$ cat config.mk
export PLATFORM = sky130hd
export DESIGN_NAME = ram_arb
export DESIGN_NICKNAME = d
export VERILOG_FILES = /design/src/rtl/ram_arb_pkg.sv /design/src/rtl/ram_arb_pick.sv /design/src/rtl/ram_arb.sv
export SDC_FILE = /design/constraint.sdc
export NUM_CORES = 1
export LEC_CHECK = 0
export ABC_AREA = 1
export ABC_CLOCK_PERIOD_IN_PS = 3900
export CORE_MARGIN = 4
export CORE_UTILIZATION = 45
export CTS_BUF_LIST = sky130_fd_sc_hd__clkbuf_4 sky130_fd_sc_hd__clkbuf_8
export DETAILED_ROUTE_END_ITERATION = 16
export DONT_BUFFER_PORTS = 1
export PLACE_DENSITY_LB_ADDON = 0.25
export SETUP_SLACK_MARGIN = 0.3
export SLEW_MARGIN = 20
export SYNTH_ARGS = -nofsm -noshare
export SYNTH_HDL_FRONTEND = slang
export SYNTH_SLANG_ARGS = --single-unit
export TNS_END_PERCENT = 1
$ cat constraint.sdc
create_clock -name clk -period 3.9 [get_ports clk]
set_clock_uncertainty 0.2 [all_clocks]
set_input_delay 0.78 -clock clk [delete_from_list [all_inputs] [get_ports clk]]
set_output_delay 0.78 -clock clk [all_outputs]
set_load 0.01 [all_outputs]
$ cat src/rtl/ram_arb_pkg.sv
// Shared types and widths for the result-RAM controller.
// Holds the controller state encoding and the bus widths used by ram_arb
// and its picker.
package ram_arb_pkg;

  localparam int unsigned MU_W   = 18;
  localparam int unsigned ADDR_W = 8;
  localparam int unsigned RAM_W  = 32;
  localparam int unsigned BURST  = 4;
  localparam int unsigned BEAT_W = $clog2(BURST);

  typedef enum logic [1:0] {
    IDLE = 2'd0,
    WR   = 2'd1,
    RD   = 2'd2
  } state_e;

endpackage

$ cat src/rtl/ram_arb_pick.sv
// Two-requester alternating picker.
// Ports:
//   wb_elig, rd_elig : requesters eligible this cycle
//   last_wb          : previous grant went to writeback
//   gnt_wb, gnt_rd   : one-hot (or zero) grant
module ram_arb_pick (
  input  logic wb_elig,
  input  logic rd_elig,
  input  logic last_wb,
  output logic gnt_wb,
  output logic gnt_rd
);

  // On contention the requester not served last time wins.
  always_comb begin
    gnt_wb = 1'b0;
    gnt_rd = 1'b0;
    if (wb_elig && rd_elig) begin
      gnt_rd = last_wb;
      gnt_wb = !last_wb;
    end else begin
      gnt_wb = wb_elig;
      gnt_rd = rd_elig;
    end
  end

endmodule

$ cat src/rtl/ram_arb.sv
// Single-port result-RAM controller: captures four MU results on wb_req and
// writes them as a 4-beat burst to consecutive addresses, interleaving
// single-word host reads with fair alternation.
// Optional feature macro: RAM_ARB_WRAP_EN (wrap the writeback pointer at the
// region end instead of raising full).
// Ports:
//   clk, rst            : clock, asynchronous active-low reset
//   clr                 : pointer/full clear, honoured only in IDLE
//   wb_req, MU1..MU4    : writeback request and its four results
//   wb_ack              : grant pulse, results captured at this edge
//   rd_req, rd_addr     : host read request and word address
//   rd_ack              : grant pulse, rd_addr captured at this edge
//   rd_valid, rd_data   : read data strobe and data (held between strobes)
//   ram_en, ram_we      : RAM access enable / write select
//   address, dataRAM    : RAM word address and write data
//   ram_q               : RAM read data, one cycle after the read cycle
//   full                : writeback region exhausted
module ram_arb
  import ram_arb_pkg::*;
#(
  parameter logic [ADDR_W-1:0] WB_BASE  = 8'h00,
  parameter int unsigned       WB_DEPTH = 16
) (
  input  logic              clk,
  input  logic              rst,
  input  logic              clr,
  input  logic              wb_req,
  input  logic [MU_W-1:0]   MU1,
  input  logic [MU_W-1:0]   MU2,
  input  logic [MU_W-1:0]   MU3,
  input  logic [MU_W-1:0]   MU4,
  output logic              wb_ack,
  input  logic              rd_req,
  input  logic [ADDR_W-1:0] rd_addr,
  output logic              rd_ack,
  output logic              rd_valid,
  output logic [MU_W-1:0]   rd_data,
  output logic              ram_en,
  output logic              ram_we,
  output logic [ADDR_W-1:0] address,
  output logic [RAM_W-1:0]  dataRAM,
  input  logic [RAM_W-1:0]  ram_q,
  output logic              full
);

  localparam logic [ADDR_W-1:0] WB_END = ADDR_W'(32'(WB_BASE) + WB_DEPTH - 32'd1);

  state_e              state, state_nx;
  logic [ADDR_W-1:0]   wr_ptr;
  logic [BEAT_W-1:0]   beat;
  logic                last_wb;
  logic [MU_W-1:0]     wb_buf [BURST];
  logic [ADDR_W-1:0]   rd_lat;
  logic [MU_W-1:0]     rd_hold;
  logic                clr_idle, wb_elig, rd_elig, gnt_wb, gnt_rd, at_end;
  logic                unused;

  assign unused   = &{1'b0, ram_q[RAM_W-1:MU_W]};
  assign clr_idle = (state == IDLE) && clr;
  assign wb_elig  = (state == IDLE) && !clr && wb_req && !full;
  assign rd_elig  = (state == IDLE) && !clr && rd_req;
  assign at_end   = (state == WR) && (wr_ptr == WB_END);

  ram_arb_pick u_pick (
    .wb_elig (wb_elig),
    .rd_elig (rd_elig),
    .last_wb (last_wb),
    .gnt_wb  (gnt_wb),
    .gnt_rd  (gnt_rd)
  );

  // State register; reset drops the RAM port at once since outputs decode state.
  always_ff @(posedge clk or negedge rst) begin
    if (!rst) state <= IDLE;
    else      state <= state_nx;
  end

  // Next state and RAM-port decode.
  always_comb begin
    state_nx = state;
    wb_ack   = 1'b0;
    rd_ack   = 1'b0;
    ram_en   = 1'b0;
    ram_we   = 1'b0;
    address  = '0;
    dataRAM  = '0;
    case (state)
      IDLE: begin
        if (gnt_wb) begin
          wb_ack   = 1'b1;
          state_nx = WR;
        end else if (gnt_rd) begin
          rd_ack   = 1'b1;
          state_nx = RD;
        end
      end
      WR: begin
        ram_en  = 1'b1;
        ram_we  = 1'b1;
        address = wr_ptr;
        dataRAM = RAM_W'(wb_buf[beat]);
        if (beat == BEAT_W'(BURST - 1)) state_nx = IDLE;
      end
      RD: begin
        ram_en   = 1'b1;
        address  = rd_lat;
        state_nx = IDLE;
      end
      default: state_nx = IDLE;
    endcase
  end

  // Datapath: capture buffers, pointers and arbitration history.
  always_ff @(posedge clk or negedge rst) begin
    if (!rst) begin
      wr_ptr   <= WB_BASE;
      beat     <= '0;
      last_wb  <= 1'b0;
      wb_buf   <= '{default: '0};
      rd_lat   <= '0;
      rd_valid <= 1'b0;
      rd_hold  <= '0;
    end else begin
      rd_valid <= (state == RD);
      if (rd_valid) rd_hold <= ram_q[MU_W-1:0];
      if (clr_idle) begin
        wr_ptr  <= WB_BASE;
        last_wb <= 1'b0;
      end
      if (gnt_wb) begin
        wb_buf[0] <= MU1;
        wb_buf[1] <= MU2;
        wb_buf[2] <= MU3;
        wb_buf[3] <= MU4;
        beat      <= '0;
        last_wb   <= 1'b1;
      end
      if (gnt_rd) begin
        rd_lat  <= rd_addr;
        last_wb <= 1'b0;
      end
      if (state == WR) begin
        beat <= beat + BEAT_W'(1);
        if (at_end) begin
`ifdef RAM_ARB_WRAP_EN
          wr_ptr <= WB_BASE;
`else
          wr_ptr <= wr_ptr;
`endif
        end else begin
          wr_ptr <= wr_ptr + ADDR_W'(1);
        end
      end
    end
  end

  // Read data is live in the strobe cycle, otherwise the last captured word.
  assign rd_data = rd_valid ? ram_q[MU_W-1:0] : rd_hold;

`ifdef RAM_ARB_WRAP_EN
  assign full = 1'b0;
`else
  // Region-exhausted flag; only clr or reset bring it back down.
  always_ff @(posedge clk or negedge rst) begin
    if (!rst)          full <= 1'b0;
    else if (clr_idle) full <= 1'b0;
    else if (at_end)   full <= 1'b1;
  end
`endif

endmodule

==> key figures, run 1 <==
STA
  – Slew headroom: between 40% and 50%
  – RSZ-0062 raised after global routing: false
  – Post-route minimum period: 3120 ps
  – Worst-Margin Slew: between 700 and 800 ps
  – # setup viols final: 0
  – Max Fclk: about 0.32 GHz
  – Max Slew Vio Count: 0
  – Final period utilization: roughly 80%
  – Setup tns final: 0 ps
  – Worst hold slack: around 95 ps
  – Fin. Hold Viols: 0

Placement
  – DP Area: around 0.0053 mm^2
  – Placer congestion estimate: between 0.8 and 0.9
  – Placed cells: 782
  – Detailed placement HPWL: ~9300 um
  – Port bufs: 0

Die
  – Initial Util: a little under half
  – Core area: around 0.012 mm^2
  – DIE WIDTH: roughly 120 um
  – Ports: ~180
  – Row Count: 39
  – Die area: between 0.01 and 0.015 mm^2
  – DIE HEIGHT: between 100 and 150 um

Power
  – Peak supply drop: ~340 uV
  – Leakage: between 2 and 3 nW
  – Cell Pwr Density: around 800 mW/mm^2

Yosys
  – Synth Cell Area: 0.00538 mm^2
  – Syn Inst Count: around 670
  – Top_reg_cell synth: dfrtp_1
  – #FFs+latches synth: between 100 and 150
  – Syn. warnings: 0
  – Yosys cell types: 25
  – Register area share after synthesis: 52.6%
  – Async SR Flop Fraction: between 90% and 100%
  – EDFF count, synth: 0
  – Avg Cell Area, Syn: 8.05 um^2

Critical path
  – Worst Setup Start Kind: register
  – Maximum fanout along the worst path: 21
  – Crit path kind: register to primary output
  – Worst reg-to-reg path cell count: 7
  – Worst Setup End Kind: primary output
  – Worst EP arrival: 2140 ps
  – Crit path required time: 2920 ps

Routing
  – Remaining DRCs: 0
  – Iteration-0 DRC Markers: approximately 330
  – Total routed wirelength: 13,200 um
  – DR vias: around 4,200
  – Vias per cell: 5.10
  – Routed Antenna Nets: 0
  – First-pass DRT Iterations: 5
  – WL/cell: around 16 um

Clock network
  – CTS tree: yes
  – CTS Buffer Depth: 2
  – H-tree levels: 4
  – Post-CTS setup buffer count: 0
  – Skew-Pair Late Insertion Delay: 420 ps
  – CTS Buf Count: 17
  – Clk sinks: approximately 110
  – CTS resizes: 0
  – Worst-path clk slew: 60 ps
  – CTS root buffer: clkbuf_8

Global routing
  – Maximum number of pins on one net before global-route repair: 114
  – Number of global-route vias before repair: 4,102
  – Initial antenna violation count: 0
  – Global-route wire length before repair: 20,500 um
  – Gr usage total: approximately a fifth
  – Total gr overflow: 0

Layout
  – Fin cells: 814
  – Layout Area Growth over Synthesis: 7.54%
  – Commonest non-fill, non-tap cells in the layout: nand2_1, dfrtp_1, nor2_1, o21ai_0, a21oi_1
  – Layout cells sized above 1: under 10%
  – Fin nets: slightly below 800
  – Fin area: 0.00578 mm^2
  – Leading cell type in the layout, fill and taps excluded: nand2_1
  – Diode count: 0

Run
  – Max_cap viols: 0

Status
  – Status: finished clean

Min path
  – Hold Path Class: primary input to asynchronous set/reset pin
-- path summary, 6_finish.rpt --
kind,from,endpoint,slack [ps]
hold / removal,rst,state[0],100
max in group asynchronous,rst,wb_buf[34],2970
hold reg to reg,wb_buf[7],wb_buf[7],270
setup / recovery,beat[1],dataRAM[17],780
setup reg to reg,state[0],beat[0],1270
min in group clk,MU4[15],wb_buf[15],260
-- timing repair --
| action | 4_1_cts | 5_1_grt |
|---|---|---|
| hold endpoints to repair | 113 | 0 |
| hold buffers | 1 | 0 |
| setup endpoints to repair | 0 | 0 |
-- state kept, by name (all words and copies together), names as in the netlist --
name,cells
beat,2
full,1
last_wb,1
rd_hold,18
rd_lat,8
rd_valid,1
state,2
wb_buf,72
wr_ptr,8
-- cell usage after synthesis, types with 5 or more instances --
master,instances,area share (%)
a21oi_1,30,2.8
buf_2,11,1.0
buf_4,20,2.8
buf_6,6,1.3
clkbuf_1,10,0.70
dfrtp_1,113,53
ha_1,5,1.2
inv_1,17,1.2
mux2_2,18,3.8
nand2_1,277,19
nand3_1,23,2.1
nor2_1,82,5.7
o21ai_0,37,3.4
-- critical path, stage by stage (launching register included) --
cell and delay, ps:
dfrtp_1 320, buf_4 230, clkinv_1 490, nor2_1 230, o21ai_0 100, a21oi_1 330
-- layer usage --
layer | track usage (%) | part of all wire (%) | vias to the layer above | routed length (um)
met5 | 0 | 0 | - | 0
met4 | 7.57 | 1.6 | 0 | 206
met3 | 8.23 | 8.4 | 15 | 1110
met2 | 30.4 | 48 | 161 | 6390
met1 | 24.6 | 42 | 1930 | 5510
li1 | - | - | 2047 | -
-- metrics by stage --
step                util [%]  power [mW]  setup slack (ps)
finish                  50.0        4.74               782
detailed placement      46.1        3.61              1200
CTS                     50.0        4.81               717
global route            50.0        5.15               543
global placement        46.1        3.55              1170
floorplan                  -        3.24              1510
-- cells by family after synthesis --
group | Yosys count | share of synthesized area [%]
and+or+nand+nor | 392 | 28.4
DFF | 113 | 52.6
AOI/OAI and AO/OA | 71 | 6.73
buffers and inverters | 68 | 7.26
muxes | 18 | 3.77
adders and majority gates | 5 | 1.16
other | 1 | 0.0698
-- final cells by class --
cell class | instances | area (um^2)
Fill cell | 1125 | 5780
Inverter | 21 | 80.1
Timing Repair Buffer | 6 | 65.1
Clock inverter | 4 | 70.1
Multi-Input combinational cell | 500 | 2210
Sequential cell | 113 | 2830
Clock buffer | 27 | 353
Tap cell | 143 | 179
-- power by group --
group | total, mW | internal [mW] | leakage [nW] | switching, mW
sequential | 1.98 | 1.69 | 1.41 | 0.290
combinational | 1.62 | 0.542 | 1.30 | 1.08
clock | 1.14 | 0.704 | 0.222 | 0.437
No activity file was read; power rests on OpenSTA's default activity.
==> run 2, diff against run 1 <==
--- a/config.mk
+++ b/config.mk
@@ -6,7 +6,7 @@
 export NUM_CORES = 1
 export LEC_CHECK = 0
 export ABC_AREA = 1
-export ABC_CLOCK_PERIOD_IN_PS = 3900
+export ABC_CLOCK_PERIOD_IN_PS = 2500
 export CORE_MARGIN = 4
 export CORE_UTILIZATION = 45
 export CTS_BUF_LIST = sky130_fd_sc_hd__clkbuf_4 sky130_fd_sc_hd__clkbuf_8
==> constraint.sdc (replaced) <==
create_clock -name clk -period 2.5 [get_ports clk]
set_clock_uncertainty 0.2 [all_clocks]
set_input_delay 0.5 -clock clk [delete_from_list [all_inputs] [get_ports clk]]
set_output_delay 0.5 -clock clk [all_outputs]
set_load 0.01 [all_outputs]
==> run 2 against run 1 <==
Against the previous run: the run now ends with hold timing left; non-clock buffer count grew 98; hold slack worse by 540 ps; cell count up 12%; clock-buffer cell count fell by 1; combinational power increased by 100%; die area did not move; register-to-register slack worse by 760 ps; global-route usage increased by 2.0 points; first-iteration DRC count down 12%; highest routed layer unchanged.
==> key figures, run 2 (synthesized netlist as in run 1, its figures left out) <==
Status
  – Status: complete, but fails checks
  – Failing checks: hold timing

Clock network
  – CTS Buffer Depth: 2
  – Skew-Pair Late Insertion Delay: approximately 440 ps
  – CTS tree: yes
  – Worst-path clk slew: 70 ps
  – CTS root buffer: clkbuf_8
  – CTS Buf Count: 17
  – Clk sinks: 113
  – H-tree levels: 4

Die
  – Initial Util: 46.5%
  – Die area: ~0.014 mm^2
  – Core area: between 0.01 and 0.015 mm^2
  – Row Count: 39
  – DIE HEIGHT: 117 um
  – DIE WIDTH: 117 um
  – Ports: ~180

Placement
  – Placer congestion estimate: roughly 0.88
  – Detailed placement HPWL: 9240 um
  – Port bufs: 0

Layout
  – Area occupied by registers: between 0.002 and 0.003 mm^2
  – Leading cell type in the layout, fill and taps excluded: nand2_1
  – Diode count: 0
  – Fin nets: 881
  – Post-layout util: 60.4%
  – Layout Area Growth over Synthesis: 30.1%
  – Top Registers: wb_buf: 72 flops, rd_hold: 18 flops
  – Register ranked first by flip-flop count: wb_buf
  – Fill cell count: 972
  – Max FFs per register: between 70 and 80
  – Layout cells sized above 1: 17.1%
  – Commonest non-fill, non-tap cells in the layout: nand2_1, dfrtp_1, dlygate4sd3_1, nor2_1
  – Area of the multi-input gates: about 0.0024 mm^2

Critical path
  – CP peak stage delay: between 300 and 400 ps
  – Crit-path slowest cell: dfrtp_1
  – Worst Setup Start Kind: register
  – Crit path required time: 1800 ps
  – Cell Chain, Critical Path: clkinv_1 > buf_4 > nor2_2 > o21ai_0 > a21oi_2
  – Crit path kind: register to primary output
  – Worst EP arrival: 1620 ps
  – Maximum fanout along the worst path: 18
  – Worst Setup End Kind: primary output

STA
  – Max Slew Vio Count: 0
  – Max Fclk: between 0.4 and 0.5 GHz
  – # setup viols final: 0
  – Post-route minimum period: about 2300 ps
  – RSZ-0062 raised after global routing: true
  – Fin. Hold Viols: approximately 110
  – Worst hold slack: -445 ps
  – Setup tns final: 0 ps
  – Final period utilization: between 90 and 100%

Routing
  – WL/cell: ~16 um
  – Vias per cell: just over 5
  – Iteration-0 DRC Markers: about 290
  – DR vias: ~4,600
  – Remaining DRCs: 0
  – Total routed wirelength: 14,500 um
  – First-pass DRT Iterations: 5
  – Routed Antenna Nets: 0

Power
  – Leakage: ~3.4 nW
  – Clock power frac: between 10% and 20%
  – Internal power: between 4 and 5 mW
  – Peak supply drop: approximately 520 uV
  – Comb power frac: about two fifths
  – Share of total power in sequential cells: just under 40%
  – Switching Share: around 40%
  – Cell Pwr Density: ~1100 mW/mm^2
  – Power, Total: 7.89 mW
  – Sw Pwr: 3.10 mW

Global routing
  – Initial antenna violation count: 0
  – Number of global-route vias before repair: around 4,600
  – Global-route wire length before repair: roughly 23,000 um
  – Gr usage total: a little over a fifth
  – Total gr overflow: 0
  – Maximum number of pins on one net before global-route repair: 114

Run
  – Max_cap viols: 0

Min path
  – Hold Path Class: primary input to asynchronous set/reset pin
[run 2: changes by cell type in the layout (fill, tap and decap cells not counted), sizes merged, moves of 2 or more]
cell         previous run  this run
bufinv                  2         0
dlygate4sd3             0        77
buf                     6        27
clkinv                  4         9
[run 2: metrics by stage]
stage	hold WS, ps	instance area [um^2]	std cells	setup slack, ps
4_1_cts	-484	6980	914	178
3_3_place_gp	7.27	5410	789	413
6_report	-445	6990	915	179
2_1_floorplan	4.41	5420	681	395
3_5_place_dp	8.12	5410	789	377
5_1_grt	-484	6990	915	57.3
[run 2: layout make-up]
class / count / share of cell area, %
clock inverter: 6 / 0.430
timing repair inverter: 1 / 0.0716
sequential: 113 / 40.5
tap: 143 / 2.56
inverter: 21 / 1.50
multi-input combinational: 501 / 35.0
timing repair buffer: 104 / 15.2
clock buffer: 26 / 4.67
[run 2: critical path: cells and delay by family (launching register included)]
kind / cells / cell delay (ps)
flops: 1 / 360
compound gates: 2 / 360
buf+inv: 2 / 280
simple gates: 1 / 190
[run 2: timing repair]
item,CTS,global route
buffers inserted,14,0
endpoints found under the hold margin,189,114
gates cloned,3,0
endpoints found under the setup margin,47,46
pin swaps,20,5
hold buffers,76,1
gates resized for setup,86,3
[run 2: final timing paths]
check                      startpoint           to  slack [ps]  cells past startpoint
min                               rst     state[0]        -450                      0
min in group clk              MU4[17]   wb_buf[17]          30                      2
max in group asynchronous         rst   wb_buf[63]        2400                      0
max                           beat[1]  dataRAM[10]         180                      5
max reg2reg                  state[1]      beat[0]         510                      8
min reg2reg                wb_buf[45]   wb_buf[45]         270                      2
[run 2: per-layer routing]
| layer | part of all wire, % | wire length, um | track usage, % | vias up |
|---|---|---|---|---|
| met2 | 50 | 7210 | 36.0 | 148 |
| li1 | - | - | - | 2258 |
| met3 | 7.2 | 1040 | 7.66 | 24 |
| met5 | 0 | 0 | 0 | - |
| met1 | 41 | 5920 | 25.8 | 2210 |
| met4 | 2.0 | 296 | 8.26 | 0 |
[run 2: power by group through the flow]
| stage | clock (mW) | sequential [mW] | combinational [mW] |
|---|---|---|---|
| 6_report | 1.53 | 3.11 | 3.25 |
| 5_1_grt | 1.67 | 3.21 | 3.63 |
| 4_1_cts | 1.57 | 3.10 | 3.25 |
| 3_5_place_dp | 0 | 3.11 | 2.56 |
| 3_3_place_gp | 0 | 3.09 | 2.50 |
| 2_1_floorplan | 0 | 2.96 | 2.09 |
==> run 3, diff against run 2 <==
--- a/config.mk
+++ b/config.mk
@@ -6,10 +6,11 @@
 export NUM_CORES = 1
 export LEC_CHECK = 0
 export ABC_AREA = 1
-export ABC_CLOCK_PERIOD_IN_PS = 2500
+export ABC_CLOCK_PERIOD_IN_PS = 2050
 export CORE_MARGIN = 4
 export CORE_UTILIZATION = 45
 export CTS_BUF_LIST = sky130_fd_sc_hd__clkbuf_4 sky130_fd_sc_hd__clkbuf_8
+export CTS_CLUSTER_DIAMETER = 30
 export DETAILED_ROUTE_END_ITERATION = 16
 export DONT_BUFFER_PORTS = 1
 export PLACE_DENSITY_LB_ADDON = 0.25
==> constraint.sdc (replaced) <==
create_clock -name clk -period 2.05 [get_ports clk]
set_clock_uncertainty 0.2 [all_clocks]
set_input_delay 0.41 -clock clk [delete_from_list [all_inputs] [get_ports clk]]
set_output_delay 0.41 -clock clk [all_outputs]
set_load 0.01 [all_outputs]
==> run 3 against run 2 <==
Against the previous run: the flow finishes with violations (hold timing, setup timing); sequential cell count unchanged; clock power up 63%; setup slack worse by 420 ps; first-iteration DRC count up 40%; final area up 7.6%; largest cell class unchanged.
==> key figures, run 3 (synthesized netlist as in run 1, its figures left out) <==
Placement
  – Place WS: approximately 20 ps
  – Detailed placement HPWL: 9060 um
  – Placer congestion estimate: between 0.8 and 0.9
  – Placed cells: roughly 800
  – Port bufs: 0

STA
  – Final period utilization: 112%
  – Post-route minimum period: between 2000 and 2500 ps
  – RSZ-0062 raised after global routing: true
  – Worst hold slack: -542 ps
  – Fin. Hold Viols: 131
  – Setup tns final: -5400 ps
  – Final setup margin: -244 ps
  – # setup viols final: 28
  – Max Fclk: roughly 0.44 GHz
  – Max Slew Vio Count: 0

Routing
  – Iteration-0 DRC Markers: roughly 400
  – Remaining DRCs: 0
  – WL/cell: approximately 16 um
  – DR vias: about 4,800
  – Vias per cell: just over 5
  – First-pass DRT Iterations: 4
  – Routed Antenna Nets: 0
  – Total routed wirelength: approximately 15,000 um

Clock network
  – Worst-path clk slew: approximately 70 ps
  – CTS Buf Count: 17
  – H-tree levels: 4
  – Cts hold-fix bufs: slightly above 80
  – Skew-Pair Late Insertion Delay: roughly 440 ps
  – CTS tree: yes
  – CTS Buffer Depth: 2
  – Clk sinks: 113
  – CTS root buffer: clkbuf_8

Power
  – Cell Pwr Density: around 1400 mW/mm^2
  – Leakage: around 3.6 nW
  – Peak supply drop: 780 uV

Global routing
  – Initial antenna violation count: 1
  – Number of global-route vias before repair: 4,883
  – Total gr overflow: 0
  – Gr usage total: 22.7%
  – Maximum number of pins on one net before global-route repair: around 110
  – Global-route wire length before repair: 23,800 um

Layout
  – Leading cell type in the layout, fill and taps excluded: nand2_1
  – Fin cells: a little over 900
  – Fill cell count: roughly 940
  – Register ranked first by flip-flop count: wb_buf
  – Layout Area Growth over Synthesis: 39.9%
  – Top Registers: wb_buf: 72 flops, rd_hold: 18 flops
  – Max FFs per register: slightly above 70
  – Layout cells sized above 1: between 10% and 20%
  – Commonest non-fill, non-tap cells in the layout: nand2_1, dfrtp_1, nor2_1, dlygate4sd3_1, a21oi_4
  – Fin nets: 892
  – Post-layout util: 65.0%

Critical path
  – Worst EP arrival: roughly 1700 ps
  – Worst Setup Start Kind: register
  – Crit path kind: register to primary output
  – Maximum fanout along the worst path: 3
  – Crit path required time: approximately 1400 ps
  – Worst Setup End Kind: primary output

Run
  – Max_cap viols: 0

Die
  – Core area: about 0.012 mm^2
  – Die area: 0.0138 mm^2
  – DIE HEIGHT: between 100 and 150 um
  – DIE WIDTH: about 120 um
  – Ports: 181
  – Initial Util: between 40% and 50%
  – Row Count: 39

Status
  – Status: complete, but fails checks
  – Failing checks: hold timing, setup timing

Min path
  – Hold Path Class: primary input to asynchronous set/reset pin
## run 3: cell types whose count changed in the layout (fill, tap and decap cells not counted), sizes merged
cell	delta
clkbuf	-3
dlygate4sd3	+4
buf	+7
clkinv	-1
nand2	-1
diode	+1
bufinv	+5
## run 3: metal layers
| metal | track usage, % | vias to the layer above | routed length [um] |
|---|---|---|---|
| met3 | 6.63 | 39 | 844 |
| li1 | - | 2288 | - |
| met1 | 26.8 | 2263 | 5990 |
| met5 | 0 | - | 0 |
| met2 | 38.6 | 163 | 7900 |
| met4 | 9.94 | 0 | 410 |
## run 3: repair_timing
| action | 4_1_cts | 5_1_grt |
|---|---|---|
| gates cloned | 2 | 1 |
| resized for setup | 40 | 60 |
| endpoints found under the hold margin | 213 | 131 |
| setup buffers | 5 | 8 |
| endpoints found under the setup margin | 127 | 140 |
| pin swaps | 5 | 19 |
## run 3: critical path, stage by stage (launching register included)
cell and delay, ps:
dfrtp_1 380, inv_2 80, ha_4 310, clkinvlp_4 130, buf_4 190, a21oi_4 150
## run 3: path summary, 6_finish.rpt
check,start,to,slack [ps],depth (start not counted)
worst max-delay path,state[1],address[7],-240,5
worst min-delay path,rst,rd_hold[12],-540,0
worst max register to register,state[1],wb_buf[6],50,8
max in group asynchronous,rst,rd_lat[5],1960,0
worst min register to register,wb_buf[8],wb_buf[8],280,2
min in group clk,ram_q[2],rd_hold[2],-50,1
## run 3: final cells by class
type / count / area, um^2 / share of cell area [%]
clock inverter: 10 / 179 / 2.38
timing repair inverter: 1 / 8.76 / 0.116
clock buffer: 22 / 297 / 3.94
tap: 143 / 179 / 2.38
inverter: 21 / 103 / 1.36
multi-input combinational: 500 / 2700 / 35.9
antenna: 1 / 2.50 / 0.0333
timing repair buffer: 116 / 1220 / 16.2
sequential: 113 / 2830 / 37.6
## run 3: report_power, final
| group | internal (mW) | switching [mW] |
|---|---|---|
| combinational | 1.93 | 2.67 |
| sequential | 3.23 | 0.563 |
| clock | 1.58 | 0.904 |
| total | 6.74 | 4.13 |
## run 3: stage by stage
stage	instance area, um^2	total power, mW
2_1_floorplan	5720	6.69
3_3_place_gp	5740	7.30
3_5_place_dp	5740	7.43
4_1_cts	7240	10.5
5_1_grt	7520	11.6
6_report	7520	10.9
